===== src/rtl/cla_chunk_add_sequencer_if.sv =====
// Request/result bundle for cla_chunk_add_sequencer.
// The master side issues operands and consumes results; the slave side is the adder.
interface cla_chunk_add_sequencer_if #(
  parameter int WIDTH = 64
);
  logic             start_valid;
  logic             start_ready;
  logic [WIDTH-1:0] a;
  logic [WIDTH-1:0] b;
  logic             c_in;
  logic             sub;
  logic [WIDTH-1:0] sum;
  logic             c_out;
  logic             overflow;
  logic             done_valid;
  logic             done_ready;
  logic             busy;

  modport master (
    output start_valid, a, b, c_in, sub, done_ready,
    input  start_ready, sum, c_out, overflow, done_valid, busy
  );

  modport slave (
    input  start_valid, a, b, c_in, sub, done_ready,
    output start_ready, sum, c_out, overflow, done_valid, busy
  );
endinterface


===== src/rtl/cla_chunk_add_sequencer.sv =====
// Multi-cycle wide adder: one CHUNK-bit carry-lookahead slice per clock, carry registered between slices.
// Optional subtract support is compiled in with `define CLA_SEQ_SUB_EN.
module cla_chunk_add_sequencer #(
  parameter int WIDTH = 64,
  parameter int CHUNK = 16
) (
  input  logic                          clk,
  input  logic                          rst_n,
  cla_chunk_add_sequencer_if.slave      bus
);
  localparam int NCH  = WIDTH / CHUNK;
  localparam int NB   = CHUNK / 4;   // CHUNK must be a multiple of 4
  localparam int IDXW = $clog2(NCH);

  typedef enum logic [1:0] {IDLE, RUN, DONE} state_t;

  state_t            state_reg, state_next;
  logic [WIDTH-1:0]  a_reg, b_reg, sum_reg;
  logic              carry_reg, c_out_reg, overflow_reg;
  logic [IDXW-1:0]   idx_reg;

  logic              accept, last;
  logic [WIDTH-1:0]  b_load;
  logic              cin_load;

  logic [CHUNK-1:0]  sa, sb, g, p, c, s;
  logic [NB-1:0]     blk_g, blk_p;
  logic [NB:0]       blk_c;

`ifdef CLA_SEQ_SUB_EN
  assign b_load   = bus.sub ? ~bus.b : bus.b;
  assign cin_load = bus.sub | bus.c_in;
`else
  logic unused_sub;
  assign unused_sub = bus.sub;
  assign b_load     = bus.b;
  assign cin_load   = bus.c_in;
`endif

  assign accept = (state_reg == IDLE) && bus.start_valid;
  assign last   = (idx_reg == IDXW'(NCH - 1));

  // ---------------- carry-lookahead slice ----------------
  assign sa = a_reg[idx_reg*CHUNK +: CHUNK];
  assign sb = b_reg[idx_reg*CHUNK +: CHUNK];
  assign g  = sa & sb;
  assign p  = sa ^ sb;

  // Second level: carry into block k as a flat sum of products over block G/P.
  function automatic logic block_carry(input logic [NB-1:0] gg, input logic [NB-1:0] pp,
                                       input logic cin, input int k);
    logic t, cc;
    t = cin;
    for (int j = 0; j < k; j++) t = t & pp[j];
    cc = t;
    for (int j = 0; j < k; j++) begin
      t = gg[j];
      for (int m = j + 1; m < k; m++) t = t & pp[m];
      cc = cc | t;
    end
    return cc;
  endfunction

  genvar gi;
  generate
    for (gi = 0; gi <= NB; gi++) begin : g_blk_carry
      assign blk_c[gi] = block_carry(blk_g, blk_p, carry_reg, gi);
    end
    for (gi = 0; gi < NB; gi++) begin : g_blk
      localparam int L = gi * 4;
      assign blk_g[gi] = g[L+3] | (p[L+3] & g[L+2]) | (p[L+3] & p[L+2] & g[L+1])
                       | (p[L+3] & p[L+2] & p[L+1] & g[L]);
      assign blk_p[gi] = &p[L+3:L];
      assign c[L]      = blk_c[gi];
      assign c[L+1]    = g[L] | (p[L] & blk_c[gi]);
      assign c[L+2]    = g[L+1] | (p[L+1] & g[L]) | (p[L+1] & p[L] & blk_c[gi]);
      assign c[L+3]    = g[L+2] | (p[L+2] & g[L+1]) | (p[L+2] & p[L+1] & g[L])
                       | (p[L+2] & p[L+1] & p[L] & blk_c[gi]);
    end
  endgenerate

  assign s = p ^ c;

  // ---------------- FSM ----------------
  always_ff @(posedge clk) begin
    if (!rst_n) state_reg <= IDLE;
    else        state_reg <= state_next;
  end

  always_comb begin
    state_next = state_reg;
    case (state_reg)
      IDLE:    if (bus.start_valid) state_next = RUN;
      RUN:     if (last)            state_next = DONE;
      DONE:    if (bus.done_ready)  state_next = IDLE;
      default:                      state_next = IDLE;
    endcase
  end

  always_comb begin
    bus.start_ready = (state_reg == IDLE);
    bus.done_valid  = (state_reg == DONE);
    bus.busy        = (state_reg != IDLE);
  end

  // ---------------- datapath ----------------
  always_ff @(posedge clk) begin
    if (!rst_n) begin
      a_reg        <= '0;
      b_reg        <= '0;
      sum_reg      <= '0;
      carry_reg    <= 1'b0;
      c_out_reg    <= 1'b0;
      overflow_reg <= 1'b0;
      idx_reg      <= '0;
    end else if (accept) begin
      a_reg     <= bus.a;
      b_reg     <= b_load;
      carry_reg <= cin_load;
      sum_reg   <= '0;
      idx_reg   <= '0;
    end else if (state_reg == RUN) begin
      sum_reg[idx_reg*CHUNK +: CHUNK] <= s;
      carry_reg <= blk_c[NB];
      if (last) begin
        c_out_reg    <= blk_c[NB];
        overflow_reg <= c[CHUNK-1] ^ blk_c[NB];
      end else begin
        idx_reg <= idx_reg + 1'b1;
      end
    end
  end

  assign bus.sum      = sum_reg;
  assign bus.c_out    = c_out_reg;
  assign bus.overflow = overflow_reg;
endmodule


===== src/flat_wrapper.sv =====
// flat-port wrapper written by rule: the top's interface ports become plain ports
module cla_chunk_add_sequencer_flat 
#(
  parameter int WIDTH = 64,
  parameter int CHUNK = 16
)
  (clk, rst_n, bus_start_valid, bus_a, bus_b, bus_c_in, bus_sub, bus_done_ready, bus_start_ready, bus_sum, bus_c_out, bus_overflow, bus_done_valid, bus_busy);
  cla_chunk_add_sequencer_if #(.WIDTH(WIDTH)) bus_i ();
  input  logic clk;
  input  logic rst_n;
  input wire logic [$bits(bus_i.start_valid)-1:0] bus_start_valid;
  input wire logic [$bits(bus_i.a)-1:0] bus_a;
  input wire logic [$bits(bus_i.b)-1:0] bus_b;
  input wire logic [$bits(bus_i.c_in)-1:0] bus_c_in;
  input wire logic [$bits(bus_i.sub)-1:0] bus_sub;
  input wire logic [$bits(bus_i.done_ready)-1:0] bus_done_ready;
  output wire logic [$bits(bus_i.start_ready)-1:0] bus_start_ready;
  output wire logic [$bits(bus_i.sum)-1:0] bus_sum;
  output wire logic [$bits(bus_i.c_out)-1:0] bus_c_out;
  output wire logic [$bits(bus_i.overflow)-1:0] bus_overflow;
  output wire logic [$bits(bus_i.done_valid)-1:0] bus_done_valid;
  output wire logic [$bits(bus_i.busy)-1:0] bus_busy;
  assign bus_i.start_valid = bus_start_valid;
  assign bus_i.a = bus_a;
  assign bus_i.b = bus_b;
  assign bus_i.c_in = bus_c_in;
  assign bus_i.sub = bus_sub;
  assign bus_i.done_ready = bus_done_ready;
  assign bus_start_ready = bus_i.start_ready;
  assign bus_sum = bus_i.sum;
  assign bus_c_out = bus_i.c_out;
  assign bus_overflow = bus_i.overflow;
  assign bus_done_valid = bus_i.done_valid;
  assign bus_busy = bus_i.busy;
  cla_chunk_add_sequencer #(.WIDTH(WIDTH), .CHUNK(CHUNK)) u_core (.clk(clk), .rst_n(rst_n), .bus(bus_i));
endmodule

===== config.mk =====
export PLATFORM = sky130hd
export DESIGN_NAME = cla_chunk_add_sequencer_flat
export DESIGN_NICKNAME = d
export VERILOG_FILES = /design/src/rtl/cla_chunk_add_sequencer_if.sv /design/src/rtl/cla_chunk_add_sequencer.sv /design/src/flat_wrapper.sv
export SDC_FILE = /design/constraint.sdc
export NUM_CORES = 1
export LEC_CHECK = 0
export ABC_AREA = 0
export BUFFER_PORTS_ARGS = -buffer_cell sky130_fd_sc_hd__buf_2
export CAP_MARGIN = 30
export CORE_MARGIN = 5
export CORE_UTILIZATION = 40
export DETAILED_ROUTE_END_ITERATION = 6
export GPL_ROUTABILITY_DRIVEN = 0
export SLEW_MARGIN = 20
export SYNTH_ARGS = -nofsm -noshare
export SYNTH_HDL_FRONTEND = slang
export SYNTH_SLANG_ARGS = --single-unit

===== constraint.sdc =====
create_clock -name clk -period 4.3 [get_ports clk]
set_input_delay 0.86 -clock clk [delete_from_list [all_inputs] [get_ports clk]]
set_output_delay 0.86 -clock clk [all_outputs]
set_load 0.01 [all_outputs]

==> flow_metrics.py, run 1 <==
metrics = {
    "outcome": {
        "status": "finished, final reports clean",
    },
    "worst_setup_path": {
        "crit_path_start_kind": "register",
        "cp_cell_sequence": "buf_4 > mux4_2 > ha_1 > a21oi_1 > o21ai_0 > nor3_2 > a31oi_4 > fa_1 > xor2_1 > a22oi_1 > nor2_1",
        "worst_path_max_delay_cell": "sky130_fd_sc_hd__dfxtp_2",
        "endpoint_kind": "register",
        "worstPathRequired_ns": 4.66,
        "critPathMaxFanout": 20,
        "critPathKind": "register to register",
        "worstPathArrival_ns": 4.13,
        "slowest_delay_ns": 0.81,
    },
    "power_and_ir_drop": {
        "internal_power_uw": 2990,
        "powerDensity_nw_per_um2": 391,
        "power.switching_fraction": 0.267,
        "comb_power_share": 0.120,
        "leakage_uw": 0.00429,
        "clkPwrFrac": 0.398,
        "vdd_ir_drop_max_mv": 0.212,
        "seqPwrFrac": 0.482,
        "switchingPower_uw": 1090,
        "p_total_uw": 4080,
    },
    "sta": {
        "final.setup_skew_ns": 0.00955,
        "maxSlewViolCount": 0,
        "setup-tns-final_ns": 0,
        "fin_crit_ns": 3.77,
        "max_clock_freq_mhz": 265,
        "tightest_slew_ns": 0.949,
        "layout_setup_ws_ns": 0.532,
        "setup_viol": 0,
        "rsz_0062_raised_after_global_routing": "no",
        "final_min_period_over_clock_period": 0.876,
        "slew_headroom": 0.368,
        "hold_violations": 0,
    },
    "route": {
        "routed-via-count": 7064,
        "final_routed_wirelength_mm": 23.8,
        "routed_via_density": 5.08,
        "violation_count_after_the_first_detailed_route_iteration": 422,
        "ant_nets": 0,
        "route.detailed.wl_per_inst_microns": 17.1,
        "drt_first_pass_iters": 5,
        "post-route-drc-count": 0,
    },
    "global_route": {
        "global_route_wire_length_before_repair_mm": 37.3,
        "total_global_routing_overflow": 0,
        "first_global_vias": 6863,
        "maximum_number_of_pins_on_one_net_before_global_route_repair": 101,
        "number_of_antenna_violations_at_the_first_check_in_global_routing": 0,
        "global_route.usage.total": 0.193,
    },
    "placed_design": {
        "detailedPlacementHpwl_mm": 17.2,
        "place_ws_ns": 0.471,
        "io_buffers": 201,
    },
    "clocking": {
        "clk_latency_ns": 0.43,
        "clk_root_buffer_cell": "sky130_fd_sc_hd__clkbuf_16",
        "clkSlewWorstSetupHoldPaths_ns": 0.07,
        "clock_tree.buffer_depth": 2,
        "post_cts_resize_count": 0,
        "cts_max_level": 4,
        "tritoncts_clock_tree": "done",
        "cts_num_sinks": 199,
        "post_cts_buffers": 0,
        "post_cts_hold_buffer_count": 0,
        "cts_buffers": 17,
    },
    "floorplanning": {
        "die_height_microns": 157,
        "pin_count": 203,
        "std_cell_rows": 53,
        "floorplan.die.width_microns": 157,
        "floorplan.die_area_sq_um": 24600,
        "core_region_area_sq_um": 21100,
        "initial_standard_cell_utilization_of_the_core": 0.408,
    },
    "cells_and_area": {
        "antennaDiodeCount": 0,
        "final_net_count": 1262,
        "final_layout_size_suffix_gt1_frac": 0.265,
        "area_growth_syn_to_layout_pct": 21.1,
        "nFillCells": 2050,
    },
    "yosys": {
        "yosysWarnings": 0,
        "netlist.top_cell.by_area": "sky130_fd_sc_hd__dfxtp_1",
        "yosys.area_share.xor_xnor": 0.0131,
        "synth_edf_count": 0,
        "syn-cell-area_sq_um": 8610,
        "synth-compound-area-share": 0.191,
        "area_share_of_the_largest_cell_type_after_synthesis": 0.463,
        "synthTopCellsByArea": "sky130_fd_sc_hd__dfxtp_1, sky130_fd_sc_hd__nand2_1, sky130_fd_sc_hd__a21boi_0",
        "synth_async_sr_flop_share": 0,
        "post_synth_mux_area_share": 0.0898,
        "synthCells": 936,
        "simple_gate_portion_of_the_synthesized_area": 0.169,
        "synthTopCellsByCount": "sky130_fd_sc_hd__nand2_1, sky130_fd_sc_hd__dfxtp_1, sky130_fd_sc_hd__a21boi_0",
        "yosys.cell_count.top_type": "sky130_fd_sc_hd__nand2_1",
        "synth.yosys.seq_area_share": 0.463,
        "largest_family_of_logic_cells_by_synthesized_area": "compound AO/OA/AOI/OAI gates",
        "ys_seq_elements": 199,
        "synth_flop_cell": "sky130_fd_sc_hd__dfxtp_1",
        "yosysUniqueCellTypes": 39,
        "synth_nets": 1096,
        "synth_adder_area_share": 0.0413,
        "synth.avg_cell_area_sq_um": 9.20,
    },
    "worst_hold_path": {
        "min_path_type": "register to register",
    },
    "flow_run": {
        "max_cap_viol_count": 0,
    },
}
## per-layer routing
| layer | global-route usage | vias to the layer above | wire, microns |
|---|---|---|---|
| li1 | - | 3543 | - |
| met1 | 0.285 | 3302 | 11700 |
| met3 | 0.0368 | 25 | 1150 |
| met5 | 0 | - | 0 |
| met2 | 0.289 | 194 | 10600 |
| met4 | 0.0525 | 0 | 384 |
## cell usage in the layout, fill, tap and decap left out, types with 17 or more instances in the layout
cell type and instances:
sky130_fd_sc_hd__clkbuf_16 17, sky130_fd_sc_hd__nand2_1 280, sky130_fd_sc_hd__ha_1 22, sky130_fd_sc_hd__dfxtp_1 197, sky130_fd_sc_hd__a21oi_1 17, sky130_fd_sc_hd__a22oi_1 44, sky130_fd_sc_hd__buf_2 200, sky130_fd_sc_hd__a21boi_0 128
sky130_fd_sc_hd__nor2_1 59, sky130_fd_sc_hd__mux4_2 32
## critical path, delay by kind of cell (launching register included)
kind | cells | cell delay (ns)
buf+inv | 1 | 0.34
xor+xnor | 1 | 0.29
compound gates | 4 | 0.55
mux | 1 | 0.59
simple gates | 2 | 0.47
flops | 1 | 0.81
fa+ha+maj | 2 | 0.65
## path summary, 6_finish.rpt
path / end / cells past startpoint / slack, ns / from
setup / recovery: u_core.bus.sum[61] / 11 / 0.53 / u_core.idx_reg[0]
hold / removal: u_core.b_reg[48] / 2 / 0.46 / u_core.b_reg[48]
setup reg to reg: u_core.bus.sum[61] / 11 / 0.53 / u_core.idx_reg[0]
hold reg to reg: u_core.b_reg[48] / 2 / 0.46 / u_core.b_reg[48]
## metrics by stage
step,utilization,cells,instance area [sq um],hold WS (ns)
after global routing,0.494,1390,10400,0.473
final,0.494,1390,10400,0.461
after global placement,0.466,1358,9830,0.450
after CTS,0.494,1390,10400,0.465
after floorplan,-,936,8610,0.440
after detailed placement,0.466,1358,9830,0.455
## logic make-up (layout without fill, tap and decap cells)
family	count (synthesis)	in the layout
AO/OA/AOI/OAI	226	226
XOR/XNOR	12	12
adder cells (fa/ha/maj)	26	26
buffers and inverters	72	251
flip-flops	199	199
multiplexers	36	36
AND/OR/NAND/NOR	365	365
## power groups by stage
stage                     sequential (uW)  combinational [uW]  clock, uW
final                                1970                 488       1620
after CTS                            1970                 492       1650
after floorplan                      1990                 318          0
after detailed placement             2010                 491          0
after global placement               2010                 489          0
after global routing                 1980                 544       1730
## layout make-up
type | instances | area, sq um | share of cell area
Tap cell | 275 | 344 | 0.0330
Inverter | 5 | 18.8 | 0.00180
Timing Repair Buffer | 214 | 1120 | 0.107
Multi-Input combinational cell | 665 | 4370 | 0.419
Clock inverter | 15 | 164 | 0.0157
Sequential cell | 199 | 3990 | 0.382
Clock buffer | 17 | 425 | 0.0408
(Power assumes the default switching activity.)
==> inputs of run 2 (changes only) <==
--- a/config.mk
+++ b/config.mk
@@ -6,7 +6,7 @@
 export NUM_CORES = 1
 export LEC_CHECK = 0
 export ABC_AREA = 0
-export BUFFER_PORTS_ARGS = -buffer_cell sky130_fd_sc_hd__buf_2
+export BUFFER_PORTS_ARGS = -buffer_cell sky130_fd_sc_hd__buf_4
 export CAP_MARGIN = 30
 export CORE_MARGIN = 5
 export CORE_UTILIZATION = 40
==> run 2 against run 1 <==
Net effect: register-to-register slack got worse by 0.04 ns; largest cell class unchanged; sequential share of layout area down 1.8 points; critical path type unchanged; critical path depth down 1; combinational power up 6.4%; highest routed layer unchanged; non-clock buffer count rose by 1; worst setup slack got worse by 0.039 ns; worst hold slack gained 0.00074 ns; routed wire length is 0.42% higher.
==> flow_metrics.py, run 2 (same netlist as run 1, synthesis figures left out) <==
metrics = {
    "outcome": {
        "status": "finished, final reports clean",
    },
    "worst_hold_path": {
        "min_path_cells": 2,
        "min_path_type": "register to register",
        "timing.hold.worst_endpoint": "u_core.b_reg[24]",
        "hold_path_startpoint": "u_core.b_reg[24]",
    },
    "sta": {
        "setup-tns-final_ns": 0,
        "slew_headroom": 0.434,
        "max_clock_freq_mhz": 263,
        "maxSlewViolCount": 0,
        "hold_violations": 0,
        "tightest_slew_ns": 0.849,
        "fin_crit_ns": 3.81,
        "final_min_period_over_clock_period": 0.885,
        "final.setup_skew_ns": 0.00736,
        "setup_viol": 0,
        "rsz_0062_raised_after_global_routing": "no",
    },
    "worst_setup_path": {
        "crit_cells": 10,
        "slowest_delay_ns": 0.88,
        "critPathMaxFanout": 24,
        "rr_startpoint": "u_core.idx_reg[0]",
        "worstReg2RegEnd": "u_core.bus.sum[13]",
        "cp_cell_sequence": "mux4_2 > ha_1 > a211oi_2 > nor4b_2 > nor3_2 > a31oi_4 > fa_1 > xor2_1 > a22oi_1 > nor2_1",
        "worstPathArrival_ns": 4.16,
        "endpoint_kind": "register",
        "worst_path_max_delay_cell": "sky130_fd_sc_hd__dfxtp_2",
        "worstPathRequired_ns": 4.65,
        "cp_top_family": "flip-flops",
        "r2r_cells": 10,
        "crit_path_start_kind": "register",
        "critical_path.n_buffers_inverters": 0,
        "critPathKind": "register to register",
        "slack_of_the_worst_reg_to_reg_path_ns": 0.49,
    },
    "clocking": {
        "cts_buffers": 17,
        "clock_tree.buffer_depth": 2,
        "tritoncts_clock_tree": "done",
        "post_cts_resize_count": 0,
        "post_cts_hold_buffer_count": 0,
        "cts_num_sinks": 199,
        "cts_max_level": 4,
        "clk_latency_ns": 0.43,
        "post_cts_buffers": 0,
        "clk_root_buffer_cell": "sky130_fd_sc_hd__clkbuf_16",
        "clkSlewWorstSetupHoldPaths_ns": 0.07,
    },
    "placed_design": {
        "detailedPlacementHpwl_mm": 17.4,
        "postPlaceCellArea_sq_um": 10300,
        "io_buffers": 201,
    },
    "global_route": {
        "global_route.usage.total": 0.193,
        "global_route_wire_length_before_repair_mm": 37.2,
        "maximum_number_of_pins_on_one_net_before_global_route_repair": 123,
        "number_of_antenna_violations_at_the_first_check_in_global_routing": 0,
        "total_global_routing_overflow": 0,
        "first_global_vias": 6746,
    },
    "power_and_ir_drop": {
        "vdd_ir_drop_max_mv": 0.235,
        "powerDensity_nw_per_um2": 378,
        "leakage_uw": 0.00439,
        "p_total_uw": 4130,
    },
    "route": {
        "drt_first_pass_iters": 5,
        "violation_count_after_the_first_detailed_route_iteration": 484,
        "final_routed_wirelength_mm": 23.9,
        "routed_via_density": 5.13,
        "post-route-drc-count": 0,
        "route.detailed.wl_per_inst_microns": 17.2,
        "routed-via-count": 7133,
        "ant_nets": 0,
    },
    "cells_and_area": {
        "final_layout_size_suffix_gt1_frac": 0.264,
        "antennaDiodeCount": 0,
        "most_frequent_cells_in_the_layout": "sky130_fd_sc_hd__nand2_1, sky130_fd_sc_hd__buf_4, sky130_fd_sc_hd__dfxtp_1",
        "area_growth_syn_to_layout_pct": 27.2,
        "final_design_area_no_fill_sq_um": 10900,
        "mostFrequentLayoutCell": "sky130_fd_sc_hd__nand2_1",
        "post_route_utilization": 0.519,
        "final_net_count": 1263,
    },
    "floorplanning": {
        "die_height_microns": 157,
        "std_cell_rows": 53,
        "floorplan.die_area_sq_um": 24600,
        "core_region_area_sq_um": 21100,
        "initial_standard_cell_utilization_of_the_core": 0.408,
        "floorplan.die.width_microns": 157,
        "pin_count": 203,
    },
    "flow_run": {
        "max_cap_viol_count": 0,
    },
}
## run 2: cell count changes in the layout (fill, tap and decap cells not counted), sizes merged
cell | previous run | this run
clkinvlp | 0 | 4
clkbuf | 17 | 18
bufinv | 2 | 3
buf | 214 | 215
inv | 12 | 9
clkinv | 6 | 2
## run 2: stage by stage
step                      instances  hold slack, ns  setup WS [ns]
final                          1390           0.461          0.493
after global routing           1390           0.479          0.155
after CTS                      1389           0.467          0.395
after floorplan                 936           0.440          0.582
after global placement         1358           0.450          0.401
after detailed placement       1358           0.457          0.418
## run 2: worst max-delay path by stage
stage                         endpoint               from  slack (ns)
finish              u_core.bus.sum[13]  u_core.idx_reg[0]        0.49
CTS                 u_core.bus.sum[13]  u_core.idx_reg[0]        0.39
floorplan           u_core.bus.sum[13]  u_core.idx_reg[0]        0.58
global route        u_core.bus.sum[13]  u_core.idx_reg[0]        0.16
detailed placement  u_core.bus.sum[13]  u_core.idx_reg[0]        0.42
global placement    u_core.bus.sum[13]  u_core.idx_reg[0]        0.40
## run 2: routing by layer
layer	share of wire	vias to the layer above	routed length, microns	track usage
met1	0.48	3372	11500	0.283
met2	0.46	188	10900	0.295
met5	0	-	0	0
met4	0.012	0	281	0.0467
met3	0.052	20	1240	0.0362
li1	-	3553	-	-
## run 2: cell type report
cell class | count | area, sq um
tap | 275 | 344
inverter | 5 | 18.8
multi-input combinational | 665 | 4370
sequential | 199 | 3990
timing repair buffer | 215 | 1630
clock inverter | 13 | 171
clock buffer | 18 | 429
fill | 2027 | 10100
## run 2: report_power, final
group	internal (uW)	switching, uW	leakage, uW
logic	234	286	0.00249
clock network	923	724	0.000281
registers	1920	51.6	0.00162
## run 2: worst reg2reg max path, delay by kind of cell (launching register included)
kind / cells / cell delay [ns]
mux: 1 / 0.68
flops: 1 / 0.88
compound gates: 3 / 0.59
simple gates: 3 / 0.51
xor+xnor: 1 / 0.31
fa+ha+maj: 2 / 0.76
==> inputs of run 3 (changes only) <==
--- a/config.mk
+++ b/config.mk
@@ -5,10 +5,9 @@
 export SDC_FILE = /design/constraint.sdc
 export NUM_CORES = 1
 export LEC_CHECK = 0
-export ABC_AREA = 0
+export ABC_AREA = 1
 export BUFFER_PORTS_ARGS = -buffer_cell sky130_fd_sc_hd__buf_4
 export CAP_MARGIN = 30
-export CORE_MARGIN = 5
 export CORE_UTILIZATION = 40
 export DETAILED_ROUTE_END_ITERATION = 6
 export GPL_ROUTABILITY_DRIVEN = 0
==> run 3 against run 2 <==
Net effect: via count increased by 16%; clock power shrank 7%; synthesized cell count up 28%; sequential power rose by 3%; largest cell class unchanged.
==> flow_metrics.py, run 3 <==
metrics = {
    "cells_and_area": {
        "final_layout_size_suffix_gt1_frac": 0.207,
        "most_frequent_cells_in_the_layout": "sky130_fd_sc_hd__nor2_1, sky130_fd_sc_hd__buf_4, sky130_fd_sc_hd__dfxtp_1",
        "antennaDiodeCount": 0,
        "nFillCells": 2180,
        "final_design_area_no_fill_sq_um": 11000,
        "seqCellArea_sq_um": 3990,
        "multi_input_area_sq_um": 4300,
        "final_net_count": 1512,
        "area_growth_syn_to_layout_pct": 24.9,
        "mostFrequentLayoutCell": "sky130_fd_sc_hd__nor2_1",
    },
    "yosys": {
        "area_share_of_the_largest_cell_type_after_synthesis": 0.454,
        "yosysUniqueCellTypes": 38,
        "synthTopCellsByArea": "sky130_fd_sc_hd__dfxtp_1, sky130_fd_sc_hd__nor2_1, sky130_fd_sc_hd__o21ai_0",
        "synth.avg_cell_area_sq_um": 7.31,
        "ys_seq_elements": 199,
        "yosys.cell_count.top_type": "sky130_fd_sc_hd__nor2_1",
        "synthTopCellsByCount": "sky130_fd_sc_hd__nor2_1, sky130_fd_sc_hd__dfxtp_1, sky130_fd_sc_hd__o21ai_0",
        "yosysWarnings": 0,
        "synth_async_sr_flop_share": 0,
        "synth.yosys.seq_area_share": 0.454,
        "syn-cell-area_sq_um": 8780,
        "synth_edf_count": 0,
        "synth_flop_cell": "sky130_fd_sc_hd__dfxtp_1",
        "synth_nets": 1361,
        "netlist.top_cell.by_area": "sky130_fd_sc_hd__dfxtp_1",
        "synthCells": 1201,
    },
    "clocking": {
        "cts_num_sinks": 199,
        "clk_latency_ns": 0.44,
        "post_cts_hold_buffer_count": 0,
        "clock_tree.buffer_depth": 2,
        "clkSlewWorstSetupHoldPaths_ns": 0.07,
        "tritoncts_clock_tree": "done",
        "post_cts_resize_count": 0,
        "cts_buffers": 17,
        "post_cts_buffers": 0,
        "cts_max_level": 4,
        "clk_root_buffer_cell": "sky130_fd_sc_hd__clkbuf_16",
    },
    "floorplanning": {
        "initial_standard_cell_utilization_of_the_core": 0.412,
        "floorplan.die_area_sq_um": 22500,
        "pin_count": 203,
        "floorplan.die.width_microns": 150,
        "die_height_microns": 150,
        "core_region_area_sq_um": 21300,
        "std_cell_rows": 53,
    },
    "sta": {
        "slew_headroom": 0.471,
        "final_min_period_over_clock_period": 0.784,
        "maxSlewViolCount": 0,
        "rsz_0062_raised_after_global_routing": "no",
        "final_hold_slack_ns": 0.465,
        "tightest_slew_ns": 0.788,
        "setup_viol": 0,
        "final.setup_skew_ns": 0.00848,
        "layout_setup_ws_ns": 0.930,
        "max_clock_freq_mhz": 297,
        "fin_crit_ns": 3.37,
        "setup-tns-final_ns": 0,
        "hold_violations": 0,
    },
    "global_route": {
        "global_route.usage.total": 0.229,
        "maximum_number_of_pins_on_one_net_before_global_route_repair": 105,
        "number_of_antenna_violations_at_the_first_check_in_global_routing": 0,
        "global_route_wire_length_before_repair_mm": 40.0,
        "first_global_vias": 7569,
        "total_global_routing_overflow": 0,
    },
    "worst_setup_path": {
        "worstPathRequired_ns": 4.66,
        "critPathMaxFanout": 31,
        "slack_of_the_worst_reg_to_reg_path_ns": 0.93,
        "critPathKind": "register to register",
        "crit_path_start_kind": "register",
        "endpoint_kind": "register",
        "worstPathArrival_ns": 3.73,
    },
    "route": {
        "routed-via-count": 8285,
        "violation_count_after_the_first_detailed_route_iteration": 530,
        "ant_nets": 0,
        "final_routed_wirelength_mm": 25.5,
        "post-route-drc-count": 0,
        "route.detailed.wl_per_inst_microns": 15.6,
        "routed_via_density": 5.05,
        "drt_first_pass_iters": 5,
    },
    "outcome": {
        "status": "finished, final reports clean",
    },
    "placed_design": {
        "place_ws_ns": 0.931,
        "detailedPlacementHpwl_mm": 17.6,
        "postPlaceCellArea_sq_um": 10400,
        "io_buffers": 201,
    },
    "power_and_ir_drop": {
        "leakage_uw": 0.00470,
        "vdd_ir_drop_max_mv": 0.226,
        "powerDensity_nw_per_um2": 409,
    },
    "flow_run": {
        "max_cap_viol_count": 0,
    },
    "worst_hold_path": {
        "min_path_type": "register to register",
    },
}
## run 3: cell count changes in the layout (fill, tap and decap cells not counted), moves of 22 or more
cell	delta
sky130_fd_sc_hd__a22oi_1	-32
sky130_fd_sc_hd__nor2_1	+288
sky130_fd_sc_hd__o21ai_0	+187
sky130_fd_sc_hd__mux4_2	-32
sky130_fd_sc_hd__inv_1	+27
sky130_fd_sc_hd__a21boi_0	-128
sky130_fd_sc_hd__a21oi_1	+46
sky130_fd_sc_hd__nand3_1	+22
sky130_fd_sc_hd__nand2_1	-156
## run 3: area by class of cell
cell class / count / area share
multi-input cells: 883 / 0.392
clock inverters: 13 / 0.0112
clock buffers: 19 / 0.0395
flip-flops and latches: 199 / 0.364
well taps: 275 / 0.0314
repair buffers: 215 / 0.150
inverters: 36 / 0.0124
## run 3: final timing paths
kind                           start                  to  depth (start not counted)
setup / recovery   u_core.idx_reg[0]  u_core.bus.sum[60]                         14
hold / removal    u_core.bus.sum[14]  u_core.bus.sum[14]                          2
setup reg to reg   u_core.idx_reg[0]  u_core.bus.sum[60]                         14
hold reg to reg   u_core.bus.sum[14]  u_core.bus.sum[14]                          2
## run 3: where the power goes
group / switching [uW] / internal (uW)
sequential: 58.8 / 1960
clock: 734 / 807
combinational: 588 / 335
## run 3: kinds of logic after synthesis
family / Yosys count / share of synthesized area
and+or+nand+nor: 543 / 0.256
AOI/OAI and AO/OA: 307 / 0.185
DFF: 199 / 0.454
buffers and inverters: 119 / 0.0572
adders and majority gates: 26 / 0.0405
xor gates and xnor gates: 7 / 0.00784
## run 3: per-stage QoR
stage,power (uW),util,std cells
after global routing,4690,0.515,1640
after detailed placement,2980,0.489,1608
after floorplan,2640,-,1201
final,4480,0.515,1640
after global placement,2970,0.489,1608
after CTS,4510,0.515,1640
## run 3: layer usage
layer	routed length, microns	track usage	vias to the layer above
li1	-	-	4252
met3	1270	0.0327	16
met4	212	0.0525	0
met1	12100	0.320	3794
met5	0	0	-
met2	11900	0.372	223
## run 3: critical path: stages (launching register included)
cell and delay (ns):
sky130_fd_sc_hd__dfxtp_2 0.33, sky130_fd_sc_hd__inv_2 0.20, sky130_fd_sc_hd__buf_4 0.36, sky130_fd_sc_hd__o21ai_0 0.13
sky130_fd_sc_hd__o22ai_1 0.22, sky130_fd_sc_hd__ha_1 0.34, sky130_fd_sc_hd__a21oi_1 0.15, sky130_fd_sc_hd__nand2_1 0.06
sky130_fd_sc_hd__nor2_1 0.16, sky130_fd_sc_hd__nand4_2 0.19, sky130_fd_sc_hd__fa_1 0.67, sky130_fd_sc_hd__nand2_1 0.09
sky130_fd_sc_hd__nor2_1 0.15, sky130_fd_sc_hd__nand2_1 0.08, sky130_fd_sc_hd__a21oi_1 0.15
